$ cat src/rtl/rv32_pkg.sv
// Shared RV32I constants and types for the memory/writeback stage.
package rv32_pkg;

  localparam logic [6:0] OPC_LOAD   = 7'b0000011;
  localparam logic [6:0] OPC_STORE  = 7'b0100011;
  localparam logic [6:0] OPC_JAL    = 7'b1101111;
  localparam logic [6:0] OPC_JALR   = 7'b1100111;
  localparam logic [6:0] OPC_LUI    = 7'b0110111;
  localparam logic [6:0] OPC_AUIPC  = 7'b0010111;
  localparam logic [6:0] OPC_OP     = 7'b0110011;
  localparam logic [6:0] OPC_OP_IMM = 7'b0010011;
  localparam logic [6:0] OPC_BRANCH = 7'b1100011;

  localparam logic [2:0] F3_LB  = 3'b000;
  localparam logic [2:0] F3_LH  = 3'b001;
  localparam logic [2:0] F3_LW  = 3'b010;
  localparam logic [2:0] F3_LBU = 3'b100;
  localparam logic [2:0] F3_LHU = 3'b101;

  localparam logic [2:0] F3_SB = 3'b000;
  localparam logic [2:0] F3_SH = 3'b001;
  localparam logic [2:0] F3_SW = 3'b010;

  localparam logic [31:0] NOP_INST = 32'h0000_0013;

  typedef enum logic [1:0] {
    IDLE = 2'd0,
    REQ  = 2'd1,
    WAIT = 2'd2
  } mem_state_t;

  typedef enum logic [1:0] {
    WB_NONE = 2'd0,
    WB_ALU  = 2'd1,
    WB_PC4  = 2'd2,
    WB_LOAD = 2'd3
  } wb_sel_t;

  function automatic wb_sel_t wb_sel(input logic [6:0] opcode);
    wb_sel_t sel;
    case (opcode)
      OPC_LOAD:                                   sel = WB_LOAD;
      OPC_JAL, OPC_JALR:                          sel = WB_PC4;
      OPC_LUI, OPC_AUIPC, OPC_OP, OPC_OP_IMM:     sel = WB_ALU;
      default:                                    sel = WB_NONE;
    endcase
    return sel;
  endfunction

endpackage

$ cat src/rtl/load_align.sv
// Load data alignment: picks the addressed byte/half from the read word and extends it.
module load_align
  import rv32_pkg::*;
(
  input  logic [2:0]  funct3,
  input  logic [1:0]  addr_lo,
  input  logic [31:0] rdata,
  output logic [31:0] result
);

  logic [7:0]  byte_sel;
  logic [15:0] half_sel;

  always_comb begin
    byte_sel = rdata[7:0];
    case (addr_lo)
      2'd0: byte_sel = rdata[7:0];
      2'd1: byte_sel = rdata[15:8];
      2'd2: byte_sel = rdata[23:16];
      2'd3: byte_sel = rdata[31:24];
      default: byte_sel = rdata[7:0];
    endcase
    half_sel = addr_lo[1] ? rdata[31:16] : rdata[15:0];
  end

  always_comb begin
    result = rdata;
    case (funct3)
      F3_LB:   result = {{24{byte_sel[7]}}, byte_sel};
      F3_LH:   result = {{16{half_sel[15]}}, half_sel};
      F3_LBU:  result = {24'h0, byte_sel};
      F3_LHU:  result = {16'h0, half_sel};
      default: result = rdata;
    endcase
  end

endmodule

$ cat src/rtl/mem_wb_stage.sv
// RV32I memory-access and writeback stage with a request/response data-memory port.
// Optional MEM_MISALIGN_CHECK_EN: misaligned halves/words are dropped and flagged on misalign_err.
module mem_wb_stage
  import rv32_pkg::*;
#(
  parameter int RESP_TIMEOUT = 16
) (
  input  logic        clk,
  input  logic        reset,
  input  logic        valid_Mem,
  input  logic [31:0] pc_Mem,
  input  logic [31:0] inst_Mem,
  input  logic [31:0] alu_out_Mem,
  input  logic [31:0] rs2_Mem,
  output logic        stall_Mem,
  output logic        dmem_req,
  output logic        dmem_we,
  output logic [31:0] dmem_addr,
  output logic [31:0] dmem_wdata,
  output logic [3:0]  dmem_be,
  input  logic        dmem_ready,
  input  logic        dmem_rvalid,
  input  logic [31:0] dmem_rdata,
  output logic [31:0] inst_Wb,
  output logic [31:0] wb_mux_out_Wb,
  output logic        reg_write_en,
  output logic        bus_err
`ifdef MEM_MISALIGN_CHECK_EN
  ,
  output logic        misalign_err
`endif
);

  localparam int CNT_W = $clog2(RESP_TIMEOUT) + 1;

  mem_state_t state_q, state_d;
  logic [CNT_W-1:0] cnt_q, cnt_d;
  logic [31:0] inst_wb_q, inst_wb_d;
  logic [31:0] wb_q, wb_d;
  logic        we_q, we_d;
  logic        bus_err_q, bus_err_d;

  logic [6:0]  opcode;
  logic [2:0]  funct3;
  logic [4:0]  rd;
  logic        is_load, is_store, is_mem;
  logic        misaligned;
  logic        retire, timeout, misalign_hit;
  logic [3:0]  be_st;
  logic [31:0] wdata_st;
  logic [31:0] load_data;
  wb_sel_t     sel;

  assign opcode   = inst_Mem[6:0];
  assign funct3   = inst_Mem[14:12];
  assign rd       = inst_Mem[11:7];
  assign is_load  = valid_Mem && (opcode == OPC_LOAD);
  assign is_store = valid_Mem && (opcode == OPC_STORE);
  assign is_mem   = is_load || is_store;
  assign sel      = wb_sel(opcode);

`ifdef MEM_MISALIGN_CHECK_EN
  always_comb begin
    misaligned = 1'b0;
    if (is_load) begin
      case (funct3)
        F3_LH, F3_LHU: misaligned = alu_out_Mem[0];
        F3_LW:         misaligned = (alu_out_Mem[1:0] != 2'b00);
        default:       misaligned = 1'b0;
      endcase
    end else if (is_store) begin
      case (funct3)
        F3_SH:   misaligned = alu_out_Mem[0];
        F3_SW:   misaligned = (alu_out_Mem[1:0] != 2'b00);
        default: misaligned = 1'b0;
      endcase
    end
  end
`else
  assign misaligned = 1'b0;
`endif

  // Store lanes: halves snap to the half-word boundary, the byte lane follows addr[1:0].
  always_comb begin
    be_st    = 4'b1111;
    wdata_st = rs2_Mem;
    case (funct3)
      F3_SB: begin
        be_st    = 4'b0001 << alu_out_Mem[1:0];
        wdata_st = {4{rs2_Mem[7:0]}};
      end
      F3_SH: begin
        be_st    = alu_out_Mem[1] ? 4'b1100 : 4'b0011;
        wdata_st = {2{rs2_Mem[15:0]}};
      end
      default: begin
        be_st    = 4'b1111;
        wdata_st = rs2_Mem;
      end
    endcase
  end

  assign dmem_req   = !reset && is_mem && !misaligned && (state_q == IDLE || state_q == REQ);
  assign dmem_we    = dmem_req && is_store;
  assign dmem_be    = dmem_req ? (is_store ? be_st : 4'b1111) : 4'b0000;
  assign dmem_addr  = {alu_out_Mem[31:2], 2'b00};
  assign dmem_wdata = wdata_st;

  load_align u_load_align (
    .funct3  (funct3),
    .addr_lo (alu_out_Mem[1:0]),
    .rdata   (dmem_rdata),
    .result  (load_data)
  );

  always_comb begin
    state_d      = state_q;
    cnt_d        = cnt_q;
    retire       = 1'b0;
    timeout      = 1'b0;
    misalign_hit = 1'b0;
    case (state_q)
      IDLE, REQ: begin
        if (is_mem && !misaligned) begin
          if (dmem_ready) begin
            if (is_store) begin
              retire  = 1'b1;
              state_d = IDLE;
            end else begin
              state_d = WAIT;
              cnt_d   = CNT_W'(RESP_TIMEOUT - 1);
            end
          end else begin
            state_d = REQ;
          end
        end else begin
          state_d      = IDLE;
          retire       = valid_Mem && !is_mem;
          misalign_hit = is_mem && misaligned;
        end
      end
      WAIT: begin
        if (dmem_rvalid) begin
          retire  = 1'b1;
          state_d = IDLE;
        end else if (cnt_q == '0) begin
          timeout = 1'b1;
          state_d = IDLE;
        end else begin
          cnt_d = cnt_q - CNT_W'(1);
        end
      end
      default: state_d = IDLE;
    endcase
  end

  assign stall_Mem = !reset && is_mem && !(retire || timeout || misalign_hit);

  // Anything not retiring normally (stall, bubble, timeout, misalign) writes a NOP.
  always_comb begin
    inst_wb_d = NOP_INST;
    wb_d      = wb_q;
    we_d      = 1'b0;
    if (retire) begin
      inst_wb_d = inst_Mem;
      case (sel)
        WB_ALU:  wb_d = alu_out_Mem;
        WB_PC4:  wb_d = pc_Mem + 32'd4;
        WB_LOAD: wb_d = load_data;
        default: wb_d = wb_q;
      endcase
      we_d = (sel != WB_NONE) && (rd != 5'd0);
    end
    bus_err_d = timeout;
  end

  always_ff @(posedge clk) begin
    if (reset) begin
      state_q   <= IDLE;
      cnt_q     <= '0;
      inst_wb_q <= NOP_INST;
      wb_q      <= '0;
      we_q      <= 1'b0;
      bus_err_q <= 1'b0;
    end else begin
      state_q   <= state_d;
      cnt_q     <= cnt_d;
      inst_wb_q <= inst_wb_d;
      wb_q      <= wb_d;
      we_q      <= we_d;
      bus_err_q <= bus_err_d;
    end
  end

`ifdef MEM_MISALIGN_CHECK_EN
  logic misalign_q;

  always_ff @(posedge clk) begin
    if (reset) begin
      misalign_q <= 1'b0;
    end else begin
      misalign_q <= misalign_hit;
    end
  end

  assign misalign_err = misalign_q;
`endif

  assign inst_Wb       = inst_wb_q;
  assign wb_mux_out_Wb = wb_q;
  assign reg_write_en  = we_q;
  assign bus_err       = bus_err_q;

endmodule

$ cat config.mk
export PLATFORM = sky130hd
export DESIGN_NAME = mem_wb_stage
export DESIGN_NICKNAME = d
export VERILOG_FILES = /design/src/rtl/rv32_pkg.sv /design/src/rtl/load_align.sv /design/src/rtl/mem_wb_stage.sv
export SDC_FILE = /design/constraint.sdc
export NUM_CORES = 1
export LEC_CHECK = 0
export CORE_AREA = 2 2 118 120
export DETAILED_ROUTE_END_ITERATION = 7
export DIE_AREA = 0 0 120 122
export PLACE_DENSITY = 0.79
export SYNTH_ARGS = -nofsm -noshare
export SYNTH_HDL_FRONTEND = slang
export SYNTH_SLANG_ARGS = --single-unit
$ cat constraint.sdc
create_clock -name clk -period 3.6 [get_ports clk]
set_input_delay 0.54 -clock clk [delete_from_list [all_inputs] [get_ports clk]]
set_output_delay 0.54 -clock clk [all_outputs]
set_load 0.005 [all_outputs]
==> metrics.md <==
| Metric | Value |
|---|---|
| Worst Setup Start Kind | primary input |
| Post-synth EDFFs | 0 |
| Post-synth cell types | a little over 60 |
| Fin nets | 1012 |
| Final setup margin | 474 ps |
| Root Driver | clkbuf_16 |
| Placed Cells | ~1000 |
| Fraction of layout cells with a size suffix above 1 | 0.0872 |
| Final Instance Area | between 8000 and 9000 um2 |
| Hold_ws | approximately 460 ps |
| # port buffers | between 200 and 300 |
| Initial antenna violation count | 0 |
| Hold Crit Class | register to register |
| Core box area | 13500 um2 |
| Tcrit/Tclk final | 0.868 |
| Met2 WL | 9120 um |
| Placement-stage cell area | between 7000 and 8000 um2 |
| Critical path arrival | 2590 ps |
| Required time of the worst setup path | slightly above 3000 ps |
| Final HPWL DP | between 15000 and 20000 um |
| Avg WL per Cell | about 19 um |
| Routability cong. | around 0.90 |
| Max layer used | met4 |
| Slew margin rel. | 0.535 |
| Power share of the clock group | 0.388 |
| First-pass detailed-route iteration total | 5 |
| YS warnings | 0 |
| Worst-Skew Late Latency | about 340 ps |
| Seq/Total Area, Yosys | 0.304 |
| Yosys top cell by area | dfxtp_1 |
| Ports | between 300 and 400 |
| Met3 routed WL | roughly 1600 um |
| Type of element capturing the critical path | primary output |
| Clock tree sinks | between 70 and 80 |
| Sw frac | 0.256 |
| FF+latch count, synth | 73 |
| Tmin final | ~3100 ps |
| Slew Limit Fails | 0 |
| Flop pwr share | 0.363 |
| First-pass GRT wire length | approximately 29000 um |
| R2R Path End | wb_mux_out_Wb[15]$_SDFFE_PP0P_ |
| P_int | 1.73 mW |
| Ys async rst share | 0 |
| Hold endpoint | wb_mux_out_Wb[4]$_SDFFE_PP0P_ |
| Psw | between 500 and 600 uW |
| CTS Hold Buffers Added | 0 |
| Clock transition at path regs | approximately 50 ps |
| Power Dens Cells | roughly 290 nW/um2 |
| Mapped Area | just under 5000 um2 |
| Flop-to-flop setup slack | 1230 ps |
| Min-delay src | wb_mux_out_Wb[4]$_SDFFE_PP0P_ |
| Main synth FF type | dfxtp_1 |
| Leak Pwr | ~2.9 nW |
| Number of remaining DRC errors | 0 |
| Num CTS Buffers | 9 |
| Num rows | 43 |
| Slew @ Worst Pin | between 600 and 700 ps |
| Wirelength, routed | approximately 19000 um |
| Hold Crit Depth | 2 |
| Grt ovf | 0 |
| Post-CTS Setup Repair Bufs | 0 |
| Pin count of the biggest net entering global routing | 51 |
| Skew final | approximately 8.4 ps |
| Combinational share of power | 0.249 |
| Total GRT Usage | 0.252 |
| Area delta synth->final | 67.5% |
| Die X | between 100 and 150 um |
| H-tree levels | 3 |
| Largest buffer count on any clock path | 2 |
| Total Power | approximately 2.3 mW |
| Dpl ws | 486 ps |
| Final Setup Violations | 0 |
| CTS resizes | 0 |
| Peak fanout along the critical path | 7 |
| DRT iter0 DRCs | 400 |
| Syn Inst Count | 588 |
| Routed via count | roughly 5500 |
| Reg-to-Reg Start | state_q[1]$_SDFFE_PP0P_ |
| Status | finished, final reports clean |
| Vias in the first global route | a little over 5000 |
| Die Y | 122 um |
| Post-synth top area share | 0.304 |
| Metal-1 WL | slightly below 8000 um |
| Worst VDD drop | between 200 and 250 uV |
| Setup CP Type | primary input to primary output |
| Worst R2R Path Depth | 7 |
| Setup TNS | 0 ps |
| Max Cap Viol | 0 |
| Finished Layout Cells | roughly 1000 |
| Final core utilization | 0.597 |
| Final ANT Viol Nets | 0 |
| Average vias per placed instance | 5.33 |
| Fin. Hold Viols | 0 |
| Ant. Diodes | 0 |
| Initial Util | 0.357 |
| Mapped Avg Cell Area | about 8 um2 |
| Fmax | roughly 0.32 GHz |
| RSZ-0062 raised after global routing | false |
| Synth area leaders | dfxtp_1 30%, buf_4 6.2%, nor2_1 4.5% |
| Die footprint | ~15000 um2 |
| CTS tree | yes |
[worst max path at each step]
stage / startpoint / end / slack (ps) / cells after the start
final: inst_Mem[6] / dmem_be[1] / 470 / 6
after global routing: inst_Mem[6] / dmem_be[0] / 280 / 6
after CTS: inst_Mem[6] / dmem_be[0] / 480 / 6
after detailed placement: inst_Mem[6] / dmem_be[0] / 490 / 6
after global placement: inst_Mem[6] / dmem_be[1] / 520 / 6
after floorplan: inst_Mem[13] / dmem_be[0] / 1160 / 5
[area by class of cell]
type / instances / area, um2
Multi-Input combinational cell: 424 / 2860
Sequential cell: 73 / 1460
Clock buffer: 10 / 229
Clock inverter: 6 / 68.8
Inverter: 13 / 48.8
Fill cell: 1190 / 5440
Tap cell: 180 / 225
Timing Repair Buffer: 323 / 3170
[Yosys cell counts, drive strengths merged, types with 2 or more instances]
| cell | n |
|---|---|
| and4 | 6 |
| dfxtp | 73 |
| a31oi | 7 |
| a211oi | 22 |
| a22o | 2 |
| or2 | 3 |
| o41ai | 2 |
| nand2 | 30 |
| mux2 | 19 |
| inv | 13 |
| o211ai | 5 |
| clkbuf | 26 |
| nor2 | 59 |
| a311oi | 8 |
| ha | 3 |
| nor3 | 10 |
| o221ai | 7 |
| nor2b | 9 |
| a22oi | 4 |
| nand3b | 5 |
| or3 | 4 |
| xnor2 | 20 |
| buf | 53 |
| nor4 | 8 |
| a2111oi | 3 |
| a21oi | 33 |
| xor2 | 7 |
| mux2i | 17 |
| a221o | 2 |
| nand4 | 8 |
| a221oi | 23 |
| and3 | 5 |
| nand3 | 18 |
| nand2b | 4 |
| or4 | 2 |
| o21ai | 24 |
| and2 | 28 |
[flip-flops by register name (all words and copies together), names as in the netlist]
| signal | count |
|---|---|
| inst_Wb | 32 |
| wb_mux_out_Wb | 32 |
| cnt_q | 5 |
| state_q | 2 |
| bus_err | 1 |
| reg_write_en | 1 |
[placed cells by master, fill, tap and decap left out, types with 9 or more instances in the layout]
cell             count
xnor2_1             20
a211oi_1            21
dfxtp_1             73
mux2i_1             17
mux2_2              19
nand2_1             30
and2_1              28
nand3_1             18
clkbuf_16            9
clkdlybuf4s50_1    298
a21oi_1             33
o21ai_0             19
inv_1               13
nor2b_1              9
a221oi_1            23
nor2_1              55
nor3_1               9
buf_4               24
[power by group through the flow]
stage	Sequential, mW	Combinational [mW]	Clock [mW]
3_5_place_dp	0.860	0.576	0
6_report	0.842	0.579	0.900
3_3_place_gp	0.860	0.572	0
4_1_cts	0.842	0.579	0.911
2_1_floorplan	0.862	0.203	0
5_1_grt	0.844	0.617	0.941
[logic make-up after synthesis]
logic type               count (synthesis)  share of synthesized area
AND/OR/NAND/NOR                        203                      0.225
AO/OA/AOI/OAI                          153                      0.229
buffers and inverters                   92                      0.106
flip-flops                              73                      0.304
multiplexers                            36                     0.0798
XOR/XNOR                                27                     0.0491
adder cells (fa/ha/maj)                  3                    0.00780
other                                    1                   0.000779
[worst max-delay path, stage by stage]
cell and delay [ps]:
clkdlybuf4s50_1 480, nand4bb_1 330, nor4_1 290, nand2_1 240, a31oi_1 190, clkdlybuf4s50_1 520
[metal layers]
layer | track usage | vias up
li1 | - | 2640
met1 | 0.311 | 2548
met2 | 0.420 | 260
met3 | 0.0693 | 37
met4 | 0.0941 | 0
met5 | 0 | -
Note: power is estimated with default switching activity, not from simulation.
